==> src/rtl/sys_sched_if.sv <==
// Command/status and buffer-read bundle between layer controller and sys_sched.
// reuse_w exists only when SYS_SCHED_WREUSE_EN is defined.
interface sys_sched_if #(
   parameter int SYS_ROWS = 5,
   parameter int SYS_COLS = 3,
   parameter int VEC_W    = 10,
   parameter int WADDR_W  = 3
);
   logic                start;
   logic [VEC_W-1:0]    n_vec;
`ifdef SYS_SCHED_WREUSE_EN
   logic                reuse_w;
`endif
   logic                busy;
   logic                done;
   logic                w_rd_en;
   logic [WADDR_W-1:0]  w_rd_addr;
   logic                a_rd_en;
   logic [VEC_W-1:0]    a_rd_addr;
   logic [SYS_COLS-1:0] wfetch;
   logic [SYS_ROWS-1:0] if_en;
   logic [SYS_COLS-1:0] of_valid;

   modport master (
      output start, n_vec,
`ifdef SYS_SCHED_WREUSE_EN
      output reuse_w,
`endif
      input  busy, done, w_rd_en, w_rd_addr,
      input  a_rd_en, a_rd_addr, wfetch, if_en, of_valid
   );

   modport slave (
      input  start, n_vec,
`ifdef SYS_SCHED_WREUSE_EN
      input  reuse_w,
`endif
      output busy, done, w_rd_en, w_rd_addr,
      output a_rd_en, a_rd_addr, wfetch, if_en, of_valid
   );
endinterface

==> src/rtl/sys_sched.sv <==
// Tile sequencer for the weight-stationary systolic MAC array.
// Optional weight reuse (skip WLOAD) enabled by SYS_SCHED_WREUSE_EN.
module sys_sched #(
   parameter int SYS_ROWS = 5,
   parameter int SYS_COLS = 3,
   parameter int VEC_W    = 10,
   parameter int WADDR_W  = 3
) (
   input logic       i_clk,
   input logic       i_rst,
   sys_sched_if.slave bus
);

   typedef enum logic [2:0] {
      S_IDLE,
      S_WLOAD,
      S_STREAM,
      S_DRAIN,
      S_FIN
   } state_t;

   localparam logic [WADDR_W-1:0] W_LAST = WADDR_W'(SYS_ROWS - 1);
   localparam logic [VEC_W:0]     D_LAST = (VEC_W+1)'(SYS_ROWS + SYS_COLS);

   state_t              r_state;
   logic [VEC_W-1:0]    r_n;
   logic [VEC_W:0]      r_vcnt;
   logic [VEC_W:0]      r_dcnt;
   logic                r_busy;
   logic                r_done;
   logic                r_w_rd_en;
   logic [WADDR_W-1:0]  r_w_rd_addr;
   logic                r_a_rd_en;
   logic [VEC_W-1:0]    r_a_rd_addr;
   logic [SYS_COLS-1:0] r_wfetch;
   logic [SYS_ROWS-1:0] r_if_en;
   logic [SYS_COLS-1:0] r_of_valid;

   logic                w_reuse;
   logic [SYS_ROWS:0]   w_if_cat;
   logic [SYS_COLS:0]   w_of_cat;

`ifdef SYS_SCHED_WREUSE_EN
   assign w_reuse = bus.reuse_w;
`else
   assign w_reuse = 1'b0;
`endif

   // Row r sees the read one cycle later than row r-1; columns likewise.
   assign w_if_cat = {r_if_en, r_a_rd_en};
   assign w_of_cat = {r_of_valid, r_if_en[SYS_ROWS-1]};

   always_ff @(posedge i_clk) begin
      if (i_rst) begin
         r_state     <= S_IDLE;
         r_n         <= '0;
         r_vcnt      <= '0;
         r_dcnt      <= '0;
         r_busy      <= 1'b0;
         r_done      <= 1'b0;
         r_w_rd_en   <= 1'b0;
         r_w_rd_addr <= '0;
         r_a_rd_en   <= 1'b0;
         r_a_rd_addr <= '0;
         r_wfetch    <= '0;
         r_if_en     <= '0;
         r_of_valid  <= '0;
      end else begin
         r_done     <= 1'b0;
         r_wfetch   <= {SYS_COLS{r_w_rd_en}};
         r_if_en    <= w_if_cat[SYS_ROWS-1:0];
         r_of_valid <= w_of_cat[SYS_COLS-1:0];
         unique case (r_state)
            S_IDLE: begin
               if (bus.start) begin
                  if (bus.n_vec == '0) begin
                     r_done <= 1'b1;
                  end else begin
                     r_n    <= bus.n_vec;
                     r_busy <= 1'b1;
                     if (w_reuse) begin
                        r_state     <= S_STREAM;
                        r_a_rd_en   <= 1'b1;
                        r_a_rd_addr <= '0;
                        r_vcnt      <= (VEC_W+1)'(1);
                     end else begin
                        r_state     <= S_WLOAD;
                        r_w_rd_en   <= 1'b1;
                        r_w_rd_addr <= '0;
                     end
                  end
               end
            end
            S_WLOAD: begin
               // One idle cycle after the last read lets its data land.
               if (r_w_rd_en) begin
                  if (r_w_rd_addr == W_LAST) begin
                     r_w_rd_en   <= 1'b0;
                     r_w_rd_addr <= '0;
                  end else begin
                     r_w_rd_addr <= r_w_rd_addr + 1'b1;
                  end
               end else begin
                  r_state     <= S_STREAM;
                  r_a_rd_en   <= 1'b1;
                  r_a_rd_addr <= '0;
                  r_vcnt      <= (VEC_W+1)'(1);
               end
            end
            S_STREAM: begin
               if (r_vcnt == {1'b0, r_n}) begin
                  r_state     <= S_DRAIN;
                  r_a_rd_en   <= 1'b0;
                  r_a_rd_addr <= '0;
                  r_dcnt      <= (VEC_W+1)'(1);
               end else begin
                  r_a_rd_addr <= r_a_rd_addr + 1'b1;
                  r_vcnt      <= r_vcnt + 1'b1;
               end
            end
            S_DRAIN: begin
               // Last vector needs R+C cycles to clear the final column.
               if (r_dcnt == D_LAST) begin
                  r_state <= S_FIN;
                  r_done  <= 1'b1;
               end else begin
                  r_dcnt <= r_dcnt + 1'b1;
               end
            end
            S_FIN: begin
               r_state <= S_IDLE;
               r_busy  <= 1'b0;
            end
            default: begin
               r_state <= S_IDLE;
               r_busy  <= 1'b0;
            end
         endcase
      end
   end

   assign bus.busy      = r_busy;
   assign bus.done      = r_done;
   assign bus.w_rd_en   = r_w_rd_en;
   assign bus.w_rd_addr = r_w_rd_addr;
   assign bus.a_rd_en   = r_a_rd_en;
   assign bus.a_rd_addr = r_a_rd_addr;
   assign bus.wfetch    = r_wfetch;
   assign bus.if_en     = r_if_en;
   assign bus.of_valid  = r_of_valid;

endmodule

==> src/flat_wrapper.sv <==
// flat-port wrapper written by rule: the top's interface ports become plain ports
module sys_sched_flat 
#(
   parameter int SYS_ROWS = 5,
   parameter int SYS_COLS = 3,
   parameter int VEC_W    = 10,
   parameter int WADDR_W  = 3
)
  (i_clk, i_rst, bus_start, bus_n_vec, bus_busy, bus_done, bus_w_rd_en, bus_w_rd_addr, bus_a_rd_en, bus_a_rd_addr, bus_wfetch, bus_if_en, bus_of_valid);
  sys_sched_if #(.SYS_ROWS(SYS_ROWS), .SYS_COLS(SYS_COLS), .VEC_W(VEC_W), .WADDR_W(WADDR_W)) bus_i ();
  input logic i_clk;
  input logic i_rst;
  input wire logic [$bits(bus_i.start)-1:0] bus_start;
  input wire logic [$bits(bus_i.n_vec)-1:0] bus_n_vec;
  output wire logic [$bits(bus_i.busy)-1:0] bus_busy;
  output wire logic [$bits(bus_i.done)-1:0] bus_done;
  output wire logic [$bits(bus_i.w_rd_en)-1:0] bus_w_rd_en;
  output wire logic [$bits(bus_i.w_rd_addr)-1:0] bus_w_rd_addr;
  output wire logic [$bits(bus_i.a_rd_en)-1:0] bus_a_rd_en;
  output wire logic [$bits(bus_i.a_rd_addr)-1:0] bus_a_rd_addr;
  output wire logic [$bits(bus_i.wfetch)-1:0] bus_wfetch;
  output wire logic [$bits(bus_i.if_en)-1:0] bus_if_en;
  output wire logic [$bits(bus_i.of_valid)-1:0] bus_of_valid;
  assign bus_i.start = bus_start;
  assign bus_i.n_vec = bus_n_vec;
  assign bus_busy = bus_i.busy;
  assign bus_done = bus_i.done;
  assign bus_w_rd_en = bus_i.w_rd_en;
  assign bus_w_rd_addr = bus_i.w_rd_addr;
  assign bus_a_rd_en = bus_i.a_rd_en;
  assign bus_a_rd_addr = bus_i.a_rd_addr;
  assign bus_wfetch = bus_i.wfetch;
  assign bus_if_en = bus_i.if_en;
  assign bus_of_valid = bus_i.of_valid;
  sys_sched #(.SYS_ROWS(SYS_ROWS), .SYS_COLS(SYS_COLS), .VEC_W(VEC_W), .WADDR_W(WADDR_W)) u_core (.i_clk(i_clk), .i_rst(i_rst), .bus(bus_i));
endmodule
==> config.mk <==
export PLATFORM = sky130hd
export DESIGN_NAME = sys_sched_flat
export DESIGN_NICKNAME = d
export VERILOG_FILES = /design/src/rtl/sys_sched_if.sv /design/src/rtl/sys_sched.sv /design/src/flat_wrapper.sv
export SDC_FILE = /design/constraint.sdc
export NUM_CORES = 1
export LEC_CHECK = 0
export ABC_AREA = 1
export BUFFER_PORTS_ARGS = -buffer_cell sky130_fd_sc_hd__buf_2
export CAP_MARGIN = 20
export CORE_ASPECT_RATIO = 1.75
export CORE_MARGIN = 1
export CORE_UTILIZATION = 60
export DETAILED_ROUTE_END_ITERATION = 8
export PLACE_DENSITY_LB_ADDON = 0.1
export SYNTH_ARGS = -nofsm -noshare
export SYNTH_HDL_FRONTEND = slang
export SYNTH_SLANG_ARGS = --single-unit
==> constraint.sdc <==
create_clock -name i_clk -period 2.28 [get_ports i_clk]
set_input_delay 0.456 -clock i_clk [delete_from_list [all_inputs] [get_ports i_clk]]
set_output_delay 0.456 -clock i_clk [all_outputs]
set_load 0.005 [all_outputs]
==> run_results.csv, run 1 <==
group,metric,value,unit
critical_path,cp.required,2.54,ns
synth,syn_area,3260,µm²
route,drc_errors,1,
floorplanning,start_util,62.1,%
synth,synthesis.nets,492,
global_route,grt_usage,28.1,%
route,dr_total_vias,3123,
critical_path,worstPathMaxFanout,23,
floorplanning,num_rows,35,
timing,relSlewSlack,62.6,%
critical_path,r2r_end,"u_core.r_vcnt[9]$_SDFFE_PP0P_",
global_route,grt_pass1_wl,12600,µm
finish,final_area,3660,µm²
critical_path,critPathBufInv,1,
floorplanning,design.die.area,5750,µm²
cts,numCtsBuffers,9,
placed_design,gp_congestion,0.895,
synth,syn-mean-instance-area,6.90,µm²
critical_path,critical_path.top_delay_family,"simple AND/OR/NAND/NOR gates",
route,dr.first_iter.drc_count,128,
global_route,grt_overflow,0,
timing,setup_viol,0,
min_path,whs_path_depth,3,
cts,cts_setup_buffers,0,
run_status,violations,"design-rule violations",
global_route,antenna_found_initial,0,
synth,ys_ff_latch,61,
critical_path,cp_slowest_stage_delay,0.47,ns
placed_design,placed_area,3450,µm²
critical_path,setup.worst_path.class,"reg -> reg",
critical_path,cp-end-kind,"register",
route,ant_nets,0,
route,routedWlPerCell,12.9,µm
critical_path,crit-reg2reg-launch,"u_core.r_vcnt[7]$_SDFFE_PP0P_",
critical_path,arrival,2.00,ns
timing,slew_violations,0,
critical_path,crit_path_start_kind,"register",
route,firstDrtPassIters,6,
route,avgViaCountPerCell,5.47,
global_route,grt_max_degree,39,
cts,clk-insertion-delay-late,0.34,ns
floorplanning,pin_count,41,
cts,cts_resized,0,
timing,fin_skew,0.0136,ns
timing,worst_pin_slew,0.560,ns
synth,synth_top_area_cell,"dfxtp_1",
timing,period_needed,1.74,ns
run_status,status,"finished, violations left",
finish,n_fill_cell,492,
timing,hold_violations,0,
timing,clock.fmax,575,MHz
finish,num-nets-final,530,
synth,seq_area_frac_synth,37.4,%
critical_path,reg2reg_depth,8,
cts,h-tree-depth,3,
cts,cts.path.max_buffers,2,
cts,cts-root-buf,"clkbuf_8",
route,routed_wl,7390,µm
floorplanning,die_y,99.6,µm
finish,diodes,0,
cts,cts_tree,"yes",
finish,drive_above_1_share,17.6,%
floorplanning,core-area,5260,µm²
critical_path,r2r_setup_slack,0.54,ns
placed_design,dp_hpwl,5510,µm
run,cap_violations,0,
synth,syn_inst,473,
synth,yosysUniqueCellTypes,36,
timing,tns,0,ns
critical_path,path_cells,"inv_1 -> nand2_1 -> nand3_1 -> nor2_2 -> nand3_4 -> nand2_4 -> nand2_1 -> a21oi_1",
timing,grt_setup_unrepaired,"false",
pwr,irDropWorstVdd,0.774,mV
floorplanning,die_w,57.8,µm
cts,clock-sinks,61,
timing,period_share,76.3,%
critical_path,crit_top_cell,"nand2_1",
min_path,min-delay-start,"bus_n_vec[1]",
cts,path_clk_slew,0.08,ns
global_route,grt_pass1_vias,2929,
synth,synth_top_cells_by_area,"dfxtp_1, nand2_1, nand3_1, nor2_1, a21oi_1",
cts,cts_hold_buf,0,
finish,synthToLayoutAreaGrowth,12.2,%
synth,yosysWarnings,0,
synth,yosysTopAreaCellShare,37.4,%
placed_design,io_buffers,40,
pwr,cellPowerDensity,1030,nW/µm²
pwr,power_leakage,1.48,nW
placed_design,placedCellCount,555,
critical_path,crit_path_top_delay_cell,"dfxtp_1",
min_path,min-delay-path-class,"in -> reg",
min_path,hold_end,"u_core.r_n[1]$_SDFFE_PP0P_",
finish,stdcell_count,571,
## synth_stat cells (all sizes together)
cell      n
a31o      2
a221oi    1
xnor2     6
a21oi    41
inv      55
dfxtp    61
nand2   110
o211ai    1
nor3b     1
buf      13
nor4b     1
ha        6
o21bai    1
and2      1
or2       4
nand4    12
nor2     70
clkbuf    4
o21ai    18
xor2      6
nor3      5
nand3    54
## kinds of logic (layout without fill, tap and decap cells)
kind of cell	Yosys count	count (layout)	synth area share, %
xor gates and xnor gates	12	12	3.22
adders and majority gates	6	6	2.30
DFF	61	61	37.4
AOI/OAI and AO/OA	64	64	10.4
buffers and inverters	72	115	10.0
and+or+nand+nor	258	258	36.6
## worst register-to-register path, cell delays in order (launching register included)
cell     delay, ns
dfxtp_1       0.47
inv_1         0.12
nand2_1       0.08
nand3_1       0.08
nor2_2        0.19
nand3_4       0.28
nand2_4       0.23
nand2_1       0.07
a21oi_1       0.14
## metrics by stage
stage	util [%]	power [W]	hold slack, ns	setup slack (ns)
after floorplan	-	0.00249	0.420	0.800
after global placement	65.6	0.00272	0.404	0.566
after detailed placement	65.6	0.00275	0.412	0.537
after CTS	69.7	0.00378	0.391	0.547
after global routing	69.7	0.00402	0.407	0.371
final	69.7	0.00377	0.391	0.541
## sequential cells by signal, indices dropped and copies added, names as in the netlist
name and cells:
u_core.bus.a_rd_addr 10, u_core.bus.a_rd_en 1, u_core.bus.busy 1, u_core.bus.done 1, u_core.bus.if_en 5, u_core.bus.of_valid 3
u_core.bus.w_rd_addr 3, u_core.bus.w_rd_en 1, u_core.bus.wfetch 1, u_core.r_dcnt 11, u_core.r_n 10, u_core.r_state 3
u_core.r_vcnt 11
## layout make-up
class	count	area (µm²)	share of cell area, %
clock buffer	10	128	3.48
clock inverter	6	87.6	2.39
inverter	55	211	5.77
multi-input combinational	340	1720	46.9
sequential	61	1220	33.3
tap	55	68.8	1.88
timing repair buffer	44	230	6.28
## cells in the final DEF, fill, tap and decap left out, types with 3 or more instances in the layout
cell type	netlist	final
a21oi_1	40	40
buf_2	5	40
buf_4	4	4
clkbuf_8	0	9
clkinvlp_4	0	3
dfxtp_1	61	61
ha_1	6	6
inv_1	49	49
inv_2	4	4
nand2_1	99	99
nand2_2	8	8
nand2_4	3	3
nand3_1	51	51
nand4_1	12	12
nor2_1	65	65
nor2_4	4	4
nor3_1	4	4
o21ai_0	10	10
o21ai_1	8	8
or2_2	3	3
xnor2_1	6	6
xor2_1	6	6
## routing by layer
metal,share of wire (%),up-vias,global-route usage (%)
li1,-,1604,-
met1,39,1426,28.9
met2,56,72,53.1
met3,2.7,21,3.51
met4,3.0,0,14.8
met5,0,-,0
## worst max-delay path by stage
stage	start	endpoint	slack, ns	cells past startpoint
2_1_floorplan	bus_n_vec[9]	u_core.r_n[0]$_SDFFE_PP0P_	0.80	9
3_3_place_gp	bus_n_vec[9]	u_core.r_n[4]$_SDFFE_PP0P_	0.57	9
3_5_place_dp	bus_n_vec[9]	u_core.r_n[4]$_SDFFE_PP0P_	0.54	9
4_1_cts	u_core.r_vcnt[4]$_SDFFE_PP0P_	u_core.r_vcnt[2]$_SDFFE_PP0P_	0.55	8
5_1_grt	u_core.r_vcnt[9]$_SDFFE_PP0P_	u_core.r_vcnt[5]$_SDFFE_PP0P_	0.37	10
6_report	u_core.r_vcnt[7]$_SDFFE_PP0P_	u_core.r_vcnt[9]$_SDFFE_PP0P_	0.54	8
## power breakdown
group	leakage [nW]	total (W)	switching [W]	internal (W)
Combinational	0.889	0.00134	0.000929	0.000416
Sequential	0.496	0.00138	0.000147	0.00123
Clock	0.0985	0.00104	0.000431	0.000613
Total	1.48	0.00377	0.00151	0.00226
(Power assumes the default switching activity.)
==> run 2: changes to the inputs <==
- CORE_UTILIZATION: 60 -> 58
- clock period: 2.28 -> 1.6 ns (I/O delays scaled with it)
==> run 2 against run 1 <==
The run now ends clean. First-iteration DRC count rose by 27%. Design area is 11% higher. Clock power rose by 51%. Via count increased by 4.4%. Core utilization rose by 6.3 points. Count of clock-buffer cells in the layout up 2. Sequential power increased by 42%. Fmax up 12%. Global-route usage is 1.0 points higher. Non-clock buffer count increased by 36. Sequential share of layout area is 2.8 points lower. Die area grew 3.4%. Largest cell class unchanged. Largest power group is now combinational cells. Highest routed layer unchanged.
==> run_results.csv, run 2 (synthesized netlist as in run 1, its figures left out) <==
group,metric,value,unit
finish,layout_common_cells,"nand2_1, nor2_1, nand3_1",
global_route,grt_pass1_wl,13000,µm
timing,clock.fmax,645,MHz
pwr,power.share.switching,38.3,%
cts,clock-sinks,61,
placed_design,gp_congestion,0.884,
critical_path,critPathBufInv,2,
run_status,status,"finished clean",
pwr,power_frac_comb,39.4,%
route,dr.first_iter.drc_count,162,
timing,grt_setup_unrepaired,"true",
critical_path,crit_path_start_kind,"register",
timing,period_share,96.9,%
finish,num-nets-final,566,
floorplanning,start_util,61.1,%
cts,clk-insertion-delay-late,0.34,ns
critical_path,crit_path_top_delay_cell,"dfxtp_4",
timing,period_needed,1.55,ns
min_path,min-delay-path-class,"in -> reg",
global_route,grt_usage,29.1,%
finish,n_fill_cell,477,
route,avgViaCountPerCell,5.21,
route,routed_wl,8070,µm
cts,numCtsBuffers,9,
critical_path,critical_path.top_delay_family,"simple AND/OR/NAND/NOR gates",
route,dr_total_vias,3259,
pwr,power,0.00583,W
critical_path,cp_slowest_stage_delay,0.37,ns
floorplanning,pin_count,41,
global_route,antenna_found_initial,0,
placed_design,io_buffers,40,
finish,diodes,0,
floorplanning,design.die.area,5940,µm²
pwr,cellPowerDensity,1440,nW/µm²
finish,reg_top3,"u_core.r_dcnt: 11 flops, u_core.r_vcnt: 11 flops",
critical_path,cp-end-kind,"register",
floorplanning,die_w,58.7,µm
pwr,power_leakage,1.69,nW
pwr,irDropWorstVdd,1.03,mV
critical_path,crit_top_cell,"nand2_1",
critical_path,path_cells,"inv_2 -> nand2_1 -> nand2_1 -> nor2_1 -> nand2_1 -> nor2_4 -> nand3_4 -> buf_4 -> nand3_1 -> nand2_1 -> nor2_1",
timing,fin_skew,0.00850,ns
finish,drive_above_1_share,27.4,%
cts,cts_tree,"yes",
global_route,grt_overflow,0,
cts,cts.path.max_buffers,2,
pwr,p_sw,0.00223,W
global_route,grt_pass1_vias,3102,
pwr,pwr-share-seq,33.6,%
floorplanning,die_y,101,µm
placed_design,dp_hpwl,5900,µm
pwr,p_int,0.00360,W
critical_path,arrival,1.81,ns
timing,slew_violations,0,
cts,path_clk_slew,0.06,ns
cts,h-tree-depth,3,
critical_path,cp.required,1.86,ns
route,ant_nets,0,
route,drc_errors,0,
finish,final_core_util,76.0,%
cts,cts-root-buf,"clkbuf_8",
critical_path,worstPathMaxFanout,8,
timing,worst_pin_slew,0.557,ns
floorplanning,core-area,5340,µm²
route,firstDrtPassIters,5,
timing,tns,0,ns
timing,relSlewSlack,62.8,%
pwr,clockPowerShare,27.0,%
timing,setup_viol,0,
timing,hold_violations,0,
floorplanning,num_rows,35,
finish,final_common_cell,"nand2_1",
finish,synthToLayoutAreaGrowth,24.4,%
critical_path,setup.worst_path.class,"reg -> reg",
route,routedWlPerCell,12.9,µm
timing,hold_slack,0.260,ns
cts,cts_hold_buf,0,
run,cap_violations,0,
global_route,grt_max_degree,39,
-- run 2: worst paths after layout --
| kind | from | to | slack, ns | cells past startpoint |
|---|---|---|---|---|
| worst max register to register | u_core.r_vcnt[5]$_SDFFE_PP0P_ | u_core.r_dcnt[1]$_SDFFE_PP0P_ | 0.05 | 11 |
| worst max-delay path | u_core.r_vcnt[5]$_SDFFE_PP0P_ | u_core.r_dcnt[1]$_SDFFE_PP0P_ | 0.05 | 11 |
| worst min register to register | u_core.bus.if_en[4]$_SDFF_PP0_ | u_core.bus.of_valid[0]$_SDFF_PP0_ | 0.42 | 2 |
| worst min-delay path | bus_n_vec[9] | u_core.r_n[9]$_SDFFE_PP0P_ | 0.26 | 3 |
-- run 2: cell type report --
cell class,instances,area (µm²),area share (%)
tap,74,92.6,2.28
sequential,61,1240,30.5
timing repair buffer,80,524,12.9
clock inverter,3,67.6,1.66
multi-input combinational,340,1760,43.4
clock buffer,12,165,4.07
inverter,55,211,5.21
-- run 2: timing repair --
action	4_1_cts	5_1_grt
setup endpoints to repair	4	32
pin swaps	1	6
setup buffers	2	1
hold endpoints to repair	0	0
cloned	0	0
gates resized for setup	1	31
-- run 2: power groups by stage --
stage | clock network [W] | logic (W) | registers, W
global route | 0.00166 | 0.00254 | 0.00199
CTS | 0.00159 | 0.00217 | 0.00194
finish | 0.00157 | 0.00230 | 0.00196
global placement | 0 | 0.00211 | 0.00197
detailed placement | 0 | 0.00215 | 0.00197
floorplan | 0 | 0.00159 | 0.00196
-- run 2: metal layers --
layer	vias up	global-route usage (%)	share of wire, %	wire, µm
li1	1674	-	-	-
met1	1485	28.6	38	3100
met2	85	56.5	56	4480
met3	15	4.98	3.9	313
met4	0	13.9	2.2	174
met5	-	0	0	0
-- run 2: worst reg2reg max path: cells and delay by family (launching register included) --
kind                   cells  cell delay, ns
buffers and inverters      2            0.24
DFF                        1            0.37
and+or+nand+nor            9            0.85
-- run 2: stage by stage --
stage | setup slack [ns] | cells | cell area (µm²)
2_1_floorplan | 0.223 | 473 | 3260
3_3_place_gp | 0.0301 | 607 | 3730
3_5_place_dp | 0.00912 | 607 | 3730
4_1_cts | 0.0229 | 624 | 3980
5_1_grt | -0.0353 | 625 | 4060
6_report | 0.0504 | 625 | 4060
==> run 3: changes to the inputs <==
- CORE_UTILIZATION: 58 -> 60
- CTS_BUF_LIST: default -> sky130_fd_sc_hd__clkbuf_8
- PLACE_DENSITY: default -> 0.93
- PLACE_DENSITY_LB_ADDON: 0.1 -> default
==> run 3 against run 2 <==
The run now ends with negative setup slack left. Critical path depth shrank 4. Count of clock-buffer cells in the layout is the same. Die area shrank 3.2%. Highest routed layer unchanged. Design area grew 0.65%. Core utilization grew 1.8 points. Via count grew 12%.
==> run_results.csv, run 3 (synthesized netlist as in run 1, its figures left out) <==
group,metric,value,unit
route,firstDrtPassIters,6,
min_path,min-delay-path-class,"in -> reg",
placed_design,gp_congestion,0.942,
finish,final_area,4090,µm²
timing,hold_slack,0.258,ns
critical_path,crit_path_top_delay_cell,"dfxtp_1",
cts,h-tree-depth,3,
critical_path,cp.required,1.86,ns
floorplanning,num_rows,35,
finish,reg_top3,"u_core.r_dcnt: 11 flops, u_core.r_vcnt: 11 flops",
floorplanning,start_util,62.1,%
timing,period_share,109,%
cts,clk-insertion-delay-late,0.35,ns
route,routed_wl,10100,µm
route,drc_errors,0,
finish,drive_above_1_share,31.7,%
route,avgViaCountPerCell,6.16,
critical_path,crit_end,"u_core.r_vcnt[9]$_SDFFE_PP0P_",
critical_path,crit-reg2reg-launch,"u_core.r_n[2]$_SDFFE_PP0P_",
global_route,grt_pass1_vias,3237,
critical_path,cp-end-kind,"register",
timing,worst_pin_slew,0.603,ns
timing,clock.fmax,572,MHz
floorplanning,core-area,5260,µm²
critical_path,worstPathMaxFanout,6,
route,routedWlPerCell,17.0,µm
pwr,power_leakage,1.64,nW
placed_design,placed_area,3560,µm²
finish,diodes,0,
timing,hold_violations,0,
global_route,antenna_found_initial,0,
global_route,grt_usage,31.5,%
cts,cts_hold_buf,0,
finish,synthToLayoutAreaGrowth,25.2,%
cts,path_clk_slew,0.08,ns
timing,relSlewSlack,59.8,%
pwr,irDropWorstVdd,1.19,mV
timing,tns,-1.66,ns
global_route,grt_overflow,0,
cts,cts-root-buf,"clkbuf_8",
critical_path,r2r_end,"u_core.r_vcnt[9]$_SDFFE_PP0P_",
cts,clock-sinks,61,
run,cap_violations,0,
critical_path,crit_path_start_kind,"register",
placed_design,io_buffers,40,
finish,num-nets-final,554,
timing,setup_ws,-0.148,ns
critical_path,reg2reg_depth,7,
floorplanning,design.die.area,5750,µm²
cts,cts_tree,"yes",
run_status,violations,"negative setup slack",
timing,slew_violations,0,
cts,cts.path.max_buffers,2,
global_route,grt_max_degree,39,
timing,setup_viol,20,
critical_path,setup.worst_path.class,"reg -> reg",
timing,grt_setup_unrepaired,"true",
floorplanning,die_y,99.6,µm
timing,fin_skew,0.0114,ns
critical_path,r2r_setup_slack,-0.15,ns
critical_path,arrival,2.01,ns
timing,period_needed,1.75,ns
floorplanning,pin_count,41,
cts,numCtsBuffers,9,
route,dr.first_iter.drc_count,418,
critical_path,path_cells,"xnor2_1 -> nand3_1 -> nor2_4 -> nand3_4 -> nand2_8 -> nand2_1 -> a21oi_1",
finish,final_common_cell,"nand2_1",
critical_path,crit_path_start,"u_core.r_n[2]$_SDFFE_PP0P_",
floorplanning,die_w,57.8,µm
global_route,grt_pass1_wl,14000,µm
run_status,status,"finished, violations left",
critical_path,cp_slowest_stage_delay,0.40,ns
route,dr_total_vias,3665,
finish,final_core_util,77.8,%
pwr,cellPowerDensity,1480,nW/µm²
pwr,power,0.00604,W
finish,layout_common_cells,"nand2_1, nor2_1, dfxtp_1",
placed_design,dp_hpwl,5730,µm
route,ant_nets,0,
[run 3: what timing repair did]
| action | 4_1_cts | 5_1_grt |
|---|---|---|
| gates resized for setup | 4 | 79 |
| pin swaps | 1 | 22 |
| buffers inserted | 3 | 3 |
| gates cloned | 0 | 3 |
| setup endpoints to repair | 22 | 45 |
| hold endpoints to repair | 0 | 0 |
[run 3: how the worst min path moves through the flow]
stage                                                  from                           endpoint  cells after the start  slack, ns
after floorplan                                       i_rst    u_core.bus.wfetch[0]$_SDFF_PP0_                      1       0.40
after global placement    u_core.bus.of_valid[1]$_SDFF_PP0_  u_core.bus.of_valid[2]$_SDFF_PP0_                      2       0.41
after detailed placement     u_core.bus.if_en[2]$_SDFF_PP0_     u_core.bus.if_en[3]$_SDFF_PP0_                      2       0.41
after CTS                                      bus_n_vec[3]         u_core.r_n[3]$_SDFFE_PP0P_                      3       0.25
after global routing                           bus_n_vec[9]         u_core.r_n[9]$_SDFFE_PP0P_                      3       0.27
final                                          bus_n_vec[9]         u_core.r_n[9]$_SDFFE_PP0P_                      3       0.26
[run 3: report_power, final]
part | total, W | switching (W) | internal (W)
Combinational | 0.00269 | 0.00186 | 0.000834
Sequential | 0.00203 | 0.000257 | 0.00177
Clock | 0.00132 | 0.000629 | 0.000690
Total | 0.00604 | 0.00274 | 0.00330
[run 3: metal layers]
metal | GRT usage (%) | up-vias | share of wire, % | wire (µm)
met5 | 0 | - | 0 | 0
met4 | 22.3 | 0 | 8.0 | 809
met3 | 5.46 | 84 | 6.6 | 664
met2 | 55.7 | 242 | 51 | 5170
met1 | 32.6 | 1678 | 34 | 3450
li1 | - | 1661 | - | -
[run 3: layout make-up]
cell class,instances,area [µm²]
inverter,55,226
timing repair buffer,65,407
multi-input combinational,343,1940
clock inverter,4,31.3
tap,55,68.8
fill,326,1170
clock buffer,12,165
sequential,61,1250
[run 3: worst max-delay path: cells and delay by family, from the launching register on]
kind	cells	cell delay (ns)
AOI/OAI and AO/OA	1	0.18
xor gates and xnor gates	1	0.15
DFF	1	0.40
and+or+nand+nor	5	0.92
[run 3: per-stage QoR]
| stage | setup WS [ns] | std cells |
|---|---|---|
| 3_5_place_dp | -0.0877 | 570 |
| 4_1_cts | 0.00632 | 589 |
| 2_1_floorplan | 0.223 | 473 |
| 3_3_place_gp | 0.00584 | 570 |
| 5_1_grt | -0.164 | 595 |
| 6_report | -0.148 | 595 |
